$ cat config.mk
export PLATFORM = sky130hd
export DESIGN_NAME = mc_controller
export DESIGN_NICKNAME = d
export VERILOG_FILES = /design/src/rtl/mc_pkg.sv /design/src/rtl/mc_controller_alu_decoder.sv /design/src/rtl/mc_controller.sv
export SDC_FILE = /design/constraint.sdc
export NUM_CORES = 1
export LEC_CHECK = 0
export BUFFER_PORTS_ARGS = -buffer_cell sky130_fd_sc_hd__buf_2
export CORE_MARGIN = 5
export CORE_UTILIZATION = 40
export DETAILED_ROUTE_END_ITERATION = 7
export PLACE_DENSITY = 0.75
export SLEW_MARGIN = 20
export SYNTH_ARGS = -nofsm -noshare
export SYNTH_HDL_FRONTEND = slang
export SYNTH_SLANG_ARGS = --single-unit
$ cat constraint.sdc
create_clock -name clk -period 2.6 [get_ports clk]
set_input_delay 0.52 -clock clk [delete_from_list [all_inputs] [get_ports clk]]
set_output_delay 0.52 -clock clk [all_outputs]
set_load 0.02 [all_outputs]
$ cat src/rtl/mc_pkg.sv
// mc_pkg: shared definitions for the multicycle MIPS control unit.
//   - state encoding constants (FETCH = 0 ... JUMP = 11)
//   - opcode and funct field constants
//   - 3-bit ALU control codes and the 2-bit alu_op encoding
//   - ctrl_t: the bundle of Moore outputs produced per state
// Optional feature macro: MC_CTRL_BNE_EN (adds bne handling in mc_controller).
package mc_pkg;

  // FSM state encoding
  localparam logic [3:0] FETCH  = 4'd0;
  localparam logic [3:0] DECODE = 4'd1;
  localparam logic [3:0] MEMADR = 4'd2;
  localparam logic [3:0] MEMRD  = 4'd3;
  localparam logic [3:0] MEMWB  = 4'd4;
  localparam logic [3:0] MEMWR  = 4'd5;
  localparam logic [3:0] EXEC   = 4'd6;
  localparam logic [3:0] ALUWB  = 4'd7;
  localparam logic [3:0] BRANCH = 4'd8;
  localparam logic [3:0] ADDIEX = 4'd9;
  localparam logic [3:0] ADDIWB = 4'd10;
  localparam logic [3:0] JUMP   = 4'd11;

  // instruction[31:26]
  localparam logic [5:0] OP_RTYPE = 6'b000000;
  localparam logic [5:0] OP_LW    = 6'b100011;
  localparam logic [5:0] OP_SW    = 6'b101011;
  localparam logic [5:0] OP_BEQ   = 6'b000100;
  localparam logic [5:0] OP_ADDI  = 6'b001000;
  localparam logic [5:0] OP_J     = 6'b000010;
  localparam logic [5:0] OP_BNE   = 6'b000101;

  // instruction[5:0] for R-type
  localparam logic [5:0] FN_ADD = 6'b100000;
  localparam logic [5:0] FN_SUB = 6'b100010;
  localparam logic [5:0] FN_AND = 6'b100100;
  localparam logic [5:0] FN_OR  = 6'b100101;
  localparam logic [5:0] FN_SLT = 6'b101010;

  // ALU operation-select codes
  localparam logic [2:0] ALU_AND = 3'b000;
  localparam logic [2:0] ALU_OR  = 3'b001;
  localparam logic [2:0] ALU_ADD = 3'b010;
  localparam logic [2:0] ALU_SUB = 3'b110;
  localparam logic [2:0] ALU_SLT = 3'b111;

  // Request from the FSM to the ALU decoder
  typedef enum logic [1:0] {
    ALU_OP_ADD   = 2'b00,
    ALU_OP_SUB   = 2'b01,
    ALU_OP_FUNCT = 2'b10
  } alu_op_e;

  // Moore outputs of one state
  typedef struct packed {
    logic      pc_write;
    logic      branch;
    logic      iord;
    logic      mem_write;
    logic      ir_write;
    logic      reg_dst;
    logic      mem_to_reg;
    logic      reg_write;
    logic      alu_src_a;
    logic [1:0] alu_src_b;
    logic [1:0] pc_src;
    alu_op_e   alu_op;
  } ctrl_t;

endpackage

$ cat src/rtl/mc_controller_alu_decoder.sv
// alu_decoder: combinational map from alu_op + funct to the ALU control code.
//   alu_op      in  request from the FSM (ADD, SUB or FUNCT)
//   funct       in  instruction[5:0]
//   alu_control out 3-bit ALU code; always one of AND/OR/ADD/SUB/SLT
module alu_decoder
  import mc_pkg::*;
(
  input  alu_op_e    alu_op,
  input  logic [5:0] funct,
  output logic [2:0] alu_control
);

  always_comb begin
    alu_control = ALU_ADD;
    case (alu_op)
      ALU_OP_ADD: alu_control = ALU_ADD;
      ALU_OP_SUB: alu_control = ALU_SUB;
      ALU_OP_FUNCT: begin
        // Unknown funct falls back to ADD so the ALU never sees an undefined code
        case (funct)
          FN_ADD:  alu_control = ALU_ADD;
          FN_SUB:  alu_control = ALU_SUB;
          FN_AND:  alu_control = ALU_AND;
          FN_OR:   alu_control = ALU_OR;
          FN_SLT:  alu_control = ALU_SLT;
          default: alu_control = ALU_ADD;
        endcase
      end
      default: alu_control = ALU_ADD;
    endcase
  end

endmodule

$ cat src/rtl/mc_controller.sv
// mc_controller: Moore control FSM for the multicycle MIPS datapath.
// Ports:
//   clk, rst_n     clock and synchronous active-low reset
//   op, funct      instruction fields from the instruction register
//   zero           ALU zero flag, used only for the branch decision
//   pc_en .. pc_src  datapath enables and mux selects
//   alu_control    ALU operation code (via alu_decoder)
//   state_o        current FSM state
// Optional feature: define MC_CTRL_BNE_EN to decode bne (op 000101) into
// the BRANCH state with inverted zero polarity.
module mc_controller
  import mc_pkg::*;
#(
  parameter int STATE_W = 4
) (
  input  logic               clk,
  input  logic               rst_n,
  input  logic [5:0]         op,
  input  logic [5:0]         funct,
  input  logic               zero,
  output logic               pc_en,
  output logic               iord,
  output logic               mem_write,
  output logic               ir_write,
  output logic               reg_dst,
  output logic               mem_to_reg,
  output logic               reg_write,
  output logic               alu_src_a,
  output logic [1:0]         alu_src_b,
  output logic [1:0]         pc_src,
  output logic [2:0]         alu_control,
  output logic [STATE_W-1:0] state_o
);

  logic [STATE_W-1:0] state_q, state_d;
  ctrl_t              ctrl;
  logic               br_cond;

  // State register
  always_ff @(posedge clk) begin
    if (!rst_n) state_q <= FETCH;
    else        state_q <= state_d;
  end

`ifdef MC_CTRL_BNE_EN
  // Branch polarity: captured while leaving DECODE, held through BRANCH
  logic bne_q, bne_d;

  always_comb begin
    bne_d = bne_q;
    if (state_q == DECODE) bne_d = (op == OP_BNE);
  end

  always_ff @(posedge clk) begin
    if (!rst_n) bne_q <= 1'b0;
    else        bne_q <= bne_d;
  end

  assign br_cond = bne_q ? ~zero : zero;
`else
  assign br_cond = zero;
`endif

  // Next-state logic
  always_comb begin
    state_d = FETCH;
    case (state_q)
      FETCH:  state_d = DECODE;
      DECODE: begin
        case (op)
          OP_LW, OP_SW: state_d = MEMADR;
          OP_RTYPE:     state_d = EXEC;
          OP_BEQ:       state_d = BRANCH;
`ifdef MC_CTRL_BNE_EN
          OP_BNE:       state_d = BRANCH;
`endif
          OP_ADDI:      state_d = ADDIEX;
          OP_J:         state_d = JUMP;
          default:      state_d = FETCH;  // unknown opcode behaves as a nop
        endcase
      end
      MEMADR: begin
        if (op == OP_LW)      state_d = MEMRD;
        else if (op == OP_SW) state_d = MEMWR;
        else                  state_d = FETCH;
      end
      MEMRD:   state_d = MEMWB;
      MEMWB:   state_d = FETCH;
      MEMWR:   state_d = FETCH;
      EXEC:    state_d = ALUWB;
      ALUWB:   state_d = FETCH;
      BRANCH:  state_d = FETCH;
      ADDIEX:  state_d = ADDIWB;
      ADDIWB:  state_d = FETCH;
      JUMP:    state_d = FETCH;
      default: state_d = FETCH;
    endcase
  end

  // Output decode. While rst_n is low the idle defaults are held, which also
  // keeps any write from firing in the reset cycle of an abandoned instruction.
  always_comb begin
    ctrl.pc_write   = 1'b0;
    ctrl.branch     = 1'b0;
    ctrl.iord       = 1'b0;
    ctrl.mem_write  = 1'b0;
    ctrl.ir_write   = 1'b0;
    ctrl.reg_dst    = 1'b0;
    ctrl.mem_to_reg = 1'b0;
    ctrl.reg_write  = 1'b0;
    ctrl.alu_src_a  = 1'b0;
    ctrl.alu_src_b  = 2'b00;
    ctrl.pc_src     = 2'b00;
    ctrl.alu_op     = ALU_OP_ADD;
    if (rst_n) begin
      case (state_q)
        FETCH: begin
          ctrl.ir_write  = 1'b1;
          ctrl.alu_src_b = 2'b01;
          ctrl.pc_write  = 1'b1;
        end
        DECODE: begin
          ctrl.alu_src_b = 2'b11;  // branch target into ALUOut
        end
        MEMADR, ADDIEX: begin
          ctrl.alu_src_a = 1'b1;
          ctrl.alu_src_b = 2'b10;
        end
        MEMRD: begin
          ctrl.iord = 1'b1;
        end
        MEMWB: begin
          ctrl.mem_to_reg = 1'b1;
          ctrl.reg_write  = 1'b1;
        end
        MEMWR: begin
          ctrl.iord      = 1'b1;
          ctrl.mem_write = 1'b1;
        end
        EXEC: begin
          ctrl.alu_src_a = 1'b1;
          ctrl.alu_op    = ALU_OP_FUNCT;
        end
        ALUWB: begin
          ctrl.reg_dst   = 1'b1;
          ctrl.reg_write = 1'b1;
        end
        BRANCH: begin
          ctrl.alu_src_a = 1'b1;
          ctrl.alu_op    = ALU_OP_SUB;
          ctrl.pc_src    = 2'b01;
          ctrl.branch    = 1'b1;
        end
        ADDIWB: begin
          ctrl.reg_write = 1'b1;
        end
        JUMP: begin
          ctrl.pc_src   = 2'b10;
          ctrl.pc_write = 1'b1;
        end
        default: ;  // illegal encodings keep every enable low
      endcase
    end
  end

  alu_decoder u_alu_decoder (
    .alu_op      (ctrl.alu_op),
    .funct       (funct),
    .alu_control (alu_control)
  );

  assign pc_en      = ctrl.pc_write | (ctrl.branch & br_cond);
  assign iord       = ctrl.iord;
  assign mem_write  = ctrl.mem_write;
  assign ir_write   = ctrl.ir_write;
  assign reg_dst    = ctrl.reg_dst;
  assign mem_to_reg = ctrl.mem_to_reg;
  assign reg_write  = ctrl.reg_write;
  assign alu_src_a  = ctrl.alu_src_a;
  assign alu_src_b  = ctrl.alu_src_b;
  assign pc_src     = ctrl.pc_src;
  assign state_o    = state_q;

endmodule
; Word level (Yosys, flattened, before mapping)
; Cells that the tools add are included.
[totals]
out_inout_bits = 19
ff_bits = 4
in_bits = 15
[op_classes]
n_bitwise = 2
eq_ne = 22
n_mux = 19
reduce_logical = 8
[ops]
columns = cell, n
row1 = equality test 6 bit (second input constant), 6
row2 = case mux 4 bit (6 select lines), 1
row3 = case mux 4 bit (5 select lines), 1
row4 = equality test 4 x 3 -> 1 bit (second input constant), 4
row5 = equality test 4 bit (second input constant), 4
row6 = 2-to-1 mux 15 bit, 1
row7 = case mux 3 bit (4 select lines), 1
row8 = 2-to-1 mux 1 bit, 9
row9 = equality test 4 x 2 -> 1 bit (second input constant), 2
row10 = case mux 2 bit (2 select lines), 2
row11 = OR reduction 2 bit, 4
row12 = equality test 6 x 2 -> 1 bit (second input constant), 1
row13 = equality test 6 x 3 -> 1 bit (second input constant), 1
row14 = equality test 6 x 4 -> 1 bit (second input constant), 1
row15 = logical NOT 6 bit, 1
row16 = 2-to-1 mux 3 bit, 2
row17 = case mux 2 bit (3 select lines), 1
row18 = case mux 3 bit (2 select lines), 1
row19 = equality test 4 x 1 -> 1 bit (second input constant), 1
row20 = logical NOT 4 bit, 1
row21 = OR reduction 4 bit, 1
row22 = OR reduction 3 bit, 1
row23 = equality test 2 x 1 -> 1 bit (second input constant), 1
row24 = equality test 2 bit (second input constant), 1
row25 = other kinds (2), 2

; Longest topological paths before layout
[logic_depth]
depth_word = 6
ltp_mapped = 8

; By module
; A second synthesis with hierarchy kept.
[unflattened]
cells_unflattened = 93
area_unflattened_um2 = 613.1
[by_module_without_submodules]
columns = module, area_per_inst_um2, instances, cells_per_inst
row1 = mc_controller, 494.2, 1, 78
row2 = alu_decoder, 118.9, 1, 15

; Least setup slack after synthesis
; Ideal clock, no wire load.
[synth_path]
kind = flip-flop to output port
startpoint = reg state_q[3] (netlist: state_o[3])
endpoint = out alu_control[2]
n_path_buf = 1
path_stages_with_launch = 9
t_required_ns = 2.080
setup_slack_ns = 0.012
arrival_time_ns = 2.068
path_cell_list = dfxtp_1 -> buf_2 -> nor2b_1 -> nand2_1 -> nor3_1 -> inv_1 -> ha_1 -> nand3b_1 -> o22ai_1
[synth_between]
elab_chain_len = 5
elab_cells_between_ends = 7
[synth_rtl]
columns = element, line
row1 = start: declaration, mc_controller.sv:35  ; logic [STATE_W-1:0] state_q, state_d;
row2 = start signal: assignment, mc_controller.sv:42  ; else state_q <= state_d;
row3 = equality test 4 bit or equality test 4 x 3 -> 1 bit (tied branches), mc_controller.sv:116  ; case (state_q)
row4 = case mux 2 bit (2 select lines) *, mc_controller.sv:116
row5 = 2-to-1 mux 15 bit *, mc_controller.sv:115  ; if (rst_n) begin
row6 = equality test 2 bit or equality test 2 x 1 -> 1 bit (tied branches), mc_controller_alu_decoder.sv:15  ; case (alu_op)
row7 = case mux 3 bit (2 select lines) *, mc_controller_alu_decoder.sv:15
row8 = end: declaration, mc_controller.sv:31  ; output logic [2:0] alu_control,
; Mark *: on every way between the ends. The rest lies on a longest branch, timed or not.

; Worst setup path in the final report
[layout_path]
startpoint = reg state_q[2] (netlist: state_o[2])
endpoint = out alu_control[2]
; The elaborated chain is that of the path after synthesis.

==> results.py <==
metrics = {
    "cells_and_area": {
        "largest_reg_flops": 4,
        "nets": 140,
        "flow.area_growth_from_synthesis_pct": 41.2,
        "layout.filler_cells": 144,
        "layout-drive-gt1-share": 0.397,
        "insertedDiodeCount": 0,
    },
    "floorplan": {
        "die-width_um": 47.6,
        "start_util": 0.428,
        "row_count": 13,
        "core_area_sq_um": 1320,
        "die_y_um": 47.6,
        "ios": 34,
        "die-area_sq_um": 2260,
    },
    "yosys": {
        "synth.net_count": 102,
        "yosys.cell_types.count": 36,
        "ys_ff_latch": 4,
        "postSynthAreaPerCell_sq_um": 6.64,
        "yosys-top-cells-area": "dfxtp_1 14%, nor2_1 6.7%, nor3_1 6.2%",
        "synth_area_sq_um": 564,
        "seq_area_frac_synth": 0.142,
        "postSynth.asyncResetShare": 0,
        "yosysTopAreaCellShare": 0.142,
        "cells_after_synthesis": 85,
        "synth_top_area_cell": "dfxtp_1",
        "synth-edff-count": 0,
        "ys.warnings.count": 0,
        "top_reg_cell_synth": "dfxtp_1",
    },
    "place": {
        "io_buffer_count": 33,
        "hpwl_um": 1280,
        "gp_routability_congestion": 0.832,
    },
    "job": {
        "timing.max_cap.violations": 0,
    },
    "cts": {
        "clkTransAtPathRegs_ps": 30,
        "cts_buffer_depth": 2,
        "clock_sink_count": 4,
        "cts_tree": "yes",
        "ctsHtreeMaxLevel": 1,
        "cts_made_buffers": 3,
        "source_to_sink_clock_delay_at_the_later_pin_of_the_worst_skew_pair_ps": 230,
        "cts_root_buf": "clkbuf_4",
    },
    "global_routing": {
        "antenna_violations_before_repair": 0,
        "grt_max_degree": 13,
        "grt.total_usage": 0.136,
        "grt-ovfl-total": 0,
        "grt_pass1_wl_um": 2330,
        "first_global_vias": 582,
    },
    "sta": {
        "post-route-min-period_ps": 2480,
        "final.period_utilization": 0.954,
        "setup_viol_count_final": 0,
        "fin_worst_hold_slack_ps": 510,
        "final_max_slew_viol_count": 0,
        "worstMarginPinSlew_ps": 315,
        "max_freq_mhz": 403,
        "unrepaired_setup_endpoints_after_global_routing": "false",
        "timing.setup.tns_ps": 0,
        "final_hold_viol_count": 0,
        "max_slew_headroom": 0.788,
        "fin_skew_ps": 2.45,
    },
    "route": {
        "antenna_violating_nets_post_route": 0,
        "viasPerCell": 5.21,
        "detailedRoute.firstIterationViolations": 5,
        "drc": 0,
        "routedLengthMet1_um": 661,
        "dr.max_layer_used": "met3",
        "drt-pass1-iter-count": 4,
        "drt_wl_total_um": 1530,
        "vias_after_detailed_routing": 708,
        "route.detailed.wl_per_inst_um": 11.3,
        "dr_wl_met3_um": 142,
        "wl_met2_um": 728,
    },
    "setup_path": {
        "required_ps": 2080,
        "worst_setup_path_end_kind": "output port",
        "regToRegEndpoint": "state_o[3]",
        "crit_path_class": "reg -> out",
        "timing.rr.start": "state_o[3]",
        "crit_fanout": 4,
        "worstSetupStartpointType": "register",
        "regToRegSetupSlack_ps": 1180,
        "worst-r2r-cell-count": 4,
        "critPathArrivalTime_ps": 1960,
    },
    "hold_path": {
        "hold_path_depth": 2,
        "hold_path.class": "reg -> reg",
        "timing.hold.worst_endpoint": "state_o[3]",
        "min-delay-start": "state_o[3]",
    },
    "run_status": {
        "result_of_the_run": "completed",
    },
    "power": {
        "peakVddDrop_uv": 198,
        "cellLeakagePower_nw": 0.390,
        "power.density_nw_per_um2": 259,
    },
}
## stage by stage
step                cell area, sq um  power [mW]  worst slack (ps)  utilization  instances
floorplan                        564       0.107              11.9            -         85
global placement                 763       0.133               230        0.579        133
detailed placement               763       0.134               185        0.579        133
CTS                              786       0.210              12.2        0.596        136
global route                     797       0.218             0.938        0.605        136
finish                           797       0.207               119        0.605        136
## layout make-up
type	instances	area, sq um	area share
clock buffers	3	22.5	0.0283
inverters	6	22.5	0.0283
multi-input cells	70	447	0.560
flip-flops and latches	4	81.3	0.102
well taps	15	18.8	0.0235
repair buffers	38	205	0.257
## how the worst max path moves through the flow
stage | from | to | slack, ps | depth (start not counted)
after floorplan | state_o[3] | alu_control[2] | 10 | 8
after global placement | rst_n | alu_control[2] | 230 | 8
after detailed placement | rst_n | alu_control[2] | 180 | 8
after CTS | state_o[3] | alu_control[2] | 10 | 8
after global routing | state_o[2] | alu_control[2] | 0.9 | 8
final | state_o[2] | alu_control[2] | 120 | 8
## where the power goes
part           leakage [nW]  switching (mW)  internal [mW]
Sequential           0.0331         0.00101         0.0637
Combinational         0.343          0.0393         0.0288
Clock                0.0138          0.0225         0.0514
## logic make-up (layout without fill, tap and decap cells)
logic type,Yosys count,count (layout),share of synthesized area
AO/OA/AOI/OAI,20,20,0.237
XOR/XNOR,2,2,0.0310
adder cells (fa/ha/maj),2,2,0.0443
buffers and inverters,11,47,0.0798
flip-flops,4,4,0.142
multiplexers,1,1,0.0177
AND/OR/NAND/NOR,45,45,0.448
## synthesized netlist by cell type (3+ instances only)
library cell and n:
a21oi_1 3, buf_2 3, dfxtp_1 4, inv_1 6, nand2_1 8, nor2_1 10, nor2b_1 5, nor3_1 7
o21ai_0 5
## worst max-delay path, cell delays in order, from the launching register on
cell and delay, ps:
dfxtp_1 370, nor2b_2 170, nand2_1 100, or2_2 320, inv_1 60, ha_1 240
nand3b_1 180, o22ai_1 140, buf_4 160
## routing by layer
| layer | vias up | global-route usage |
|---|---|---|
| li1 | 375 | - |
| met1 | 309 | 0.183 |
| met2 | 24 | 0.230 |
| met3 | 0 | 0.0301 |
| met4 | 0 | 0.0161 |
| met5 | - | 0 |
## placed cells by master (no fill, tap or decap), drive strengths merged, types with 3 or more instances in the layout
| master | instances |
|---|---|
| buf | 38 |
| nor2 | 10 |
| nand2 | 8 |
| nor3 | 8 |
| inv | 6 |
| o21ai | 6 |
| nor2b | 5 |
| dfxtp | 4 |
| a21oi | 3 |
| clkbuf | 3 |
## repair_timing
action                     in CTS  in global routing
hold buffers                    0                  0
gates resized for setup         0                  4
setup buffers                   0                  0
setup endpoints to repair       0                  3
Note: power is estimated with default switching activity, not from simulation.
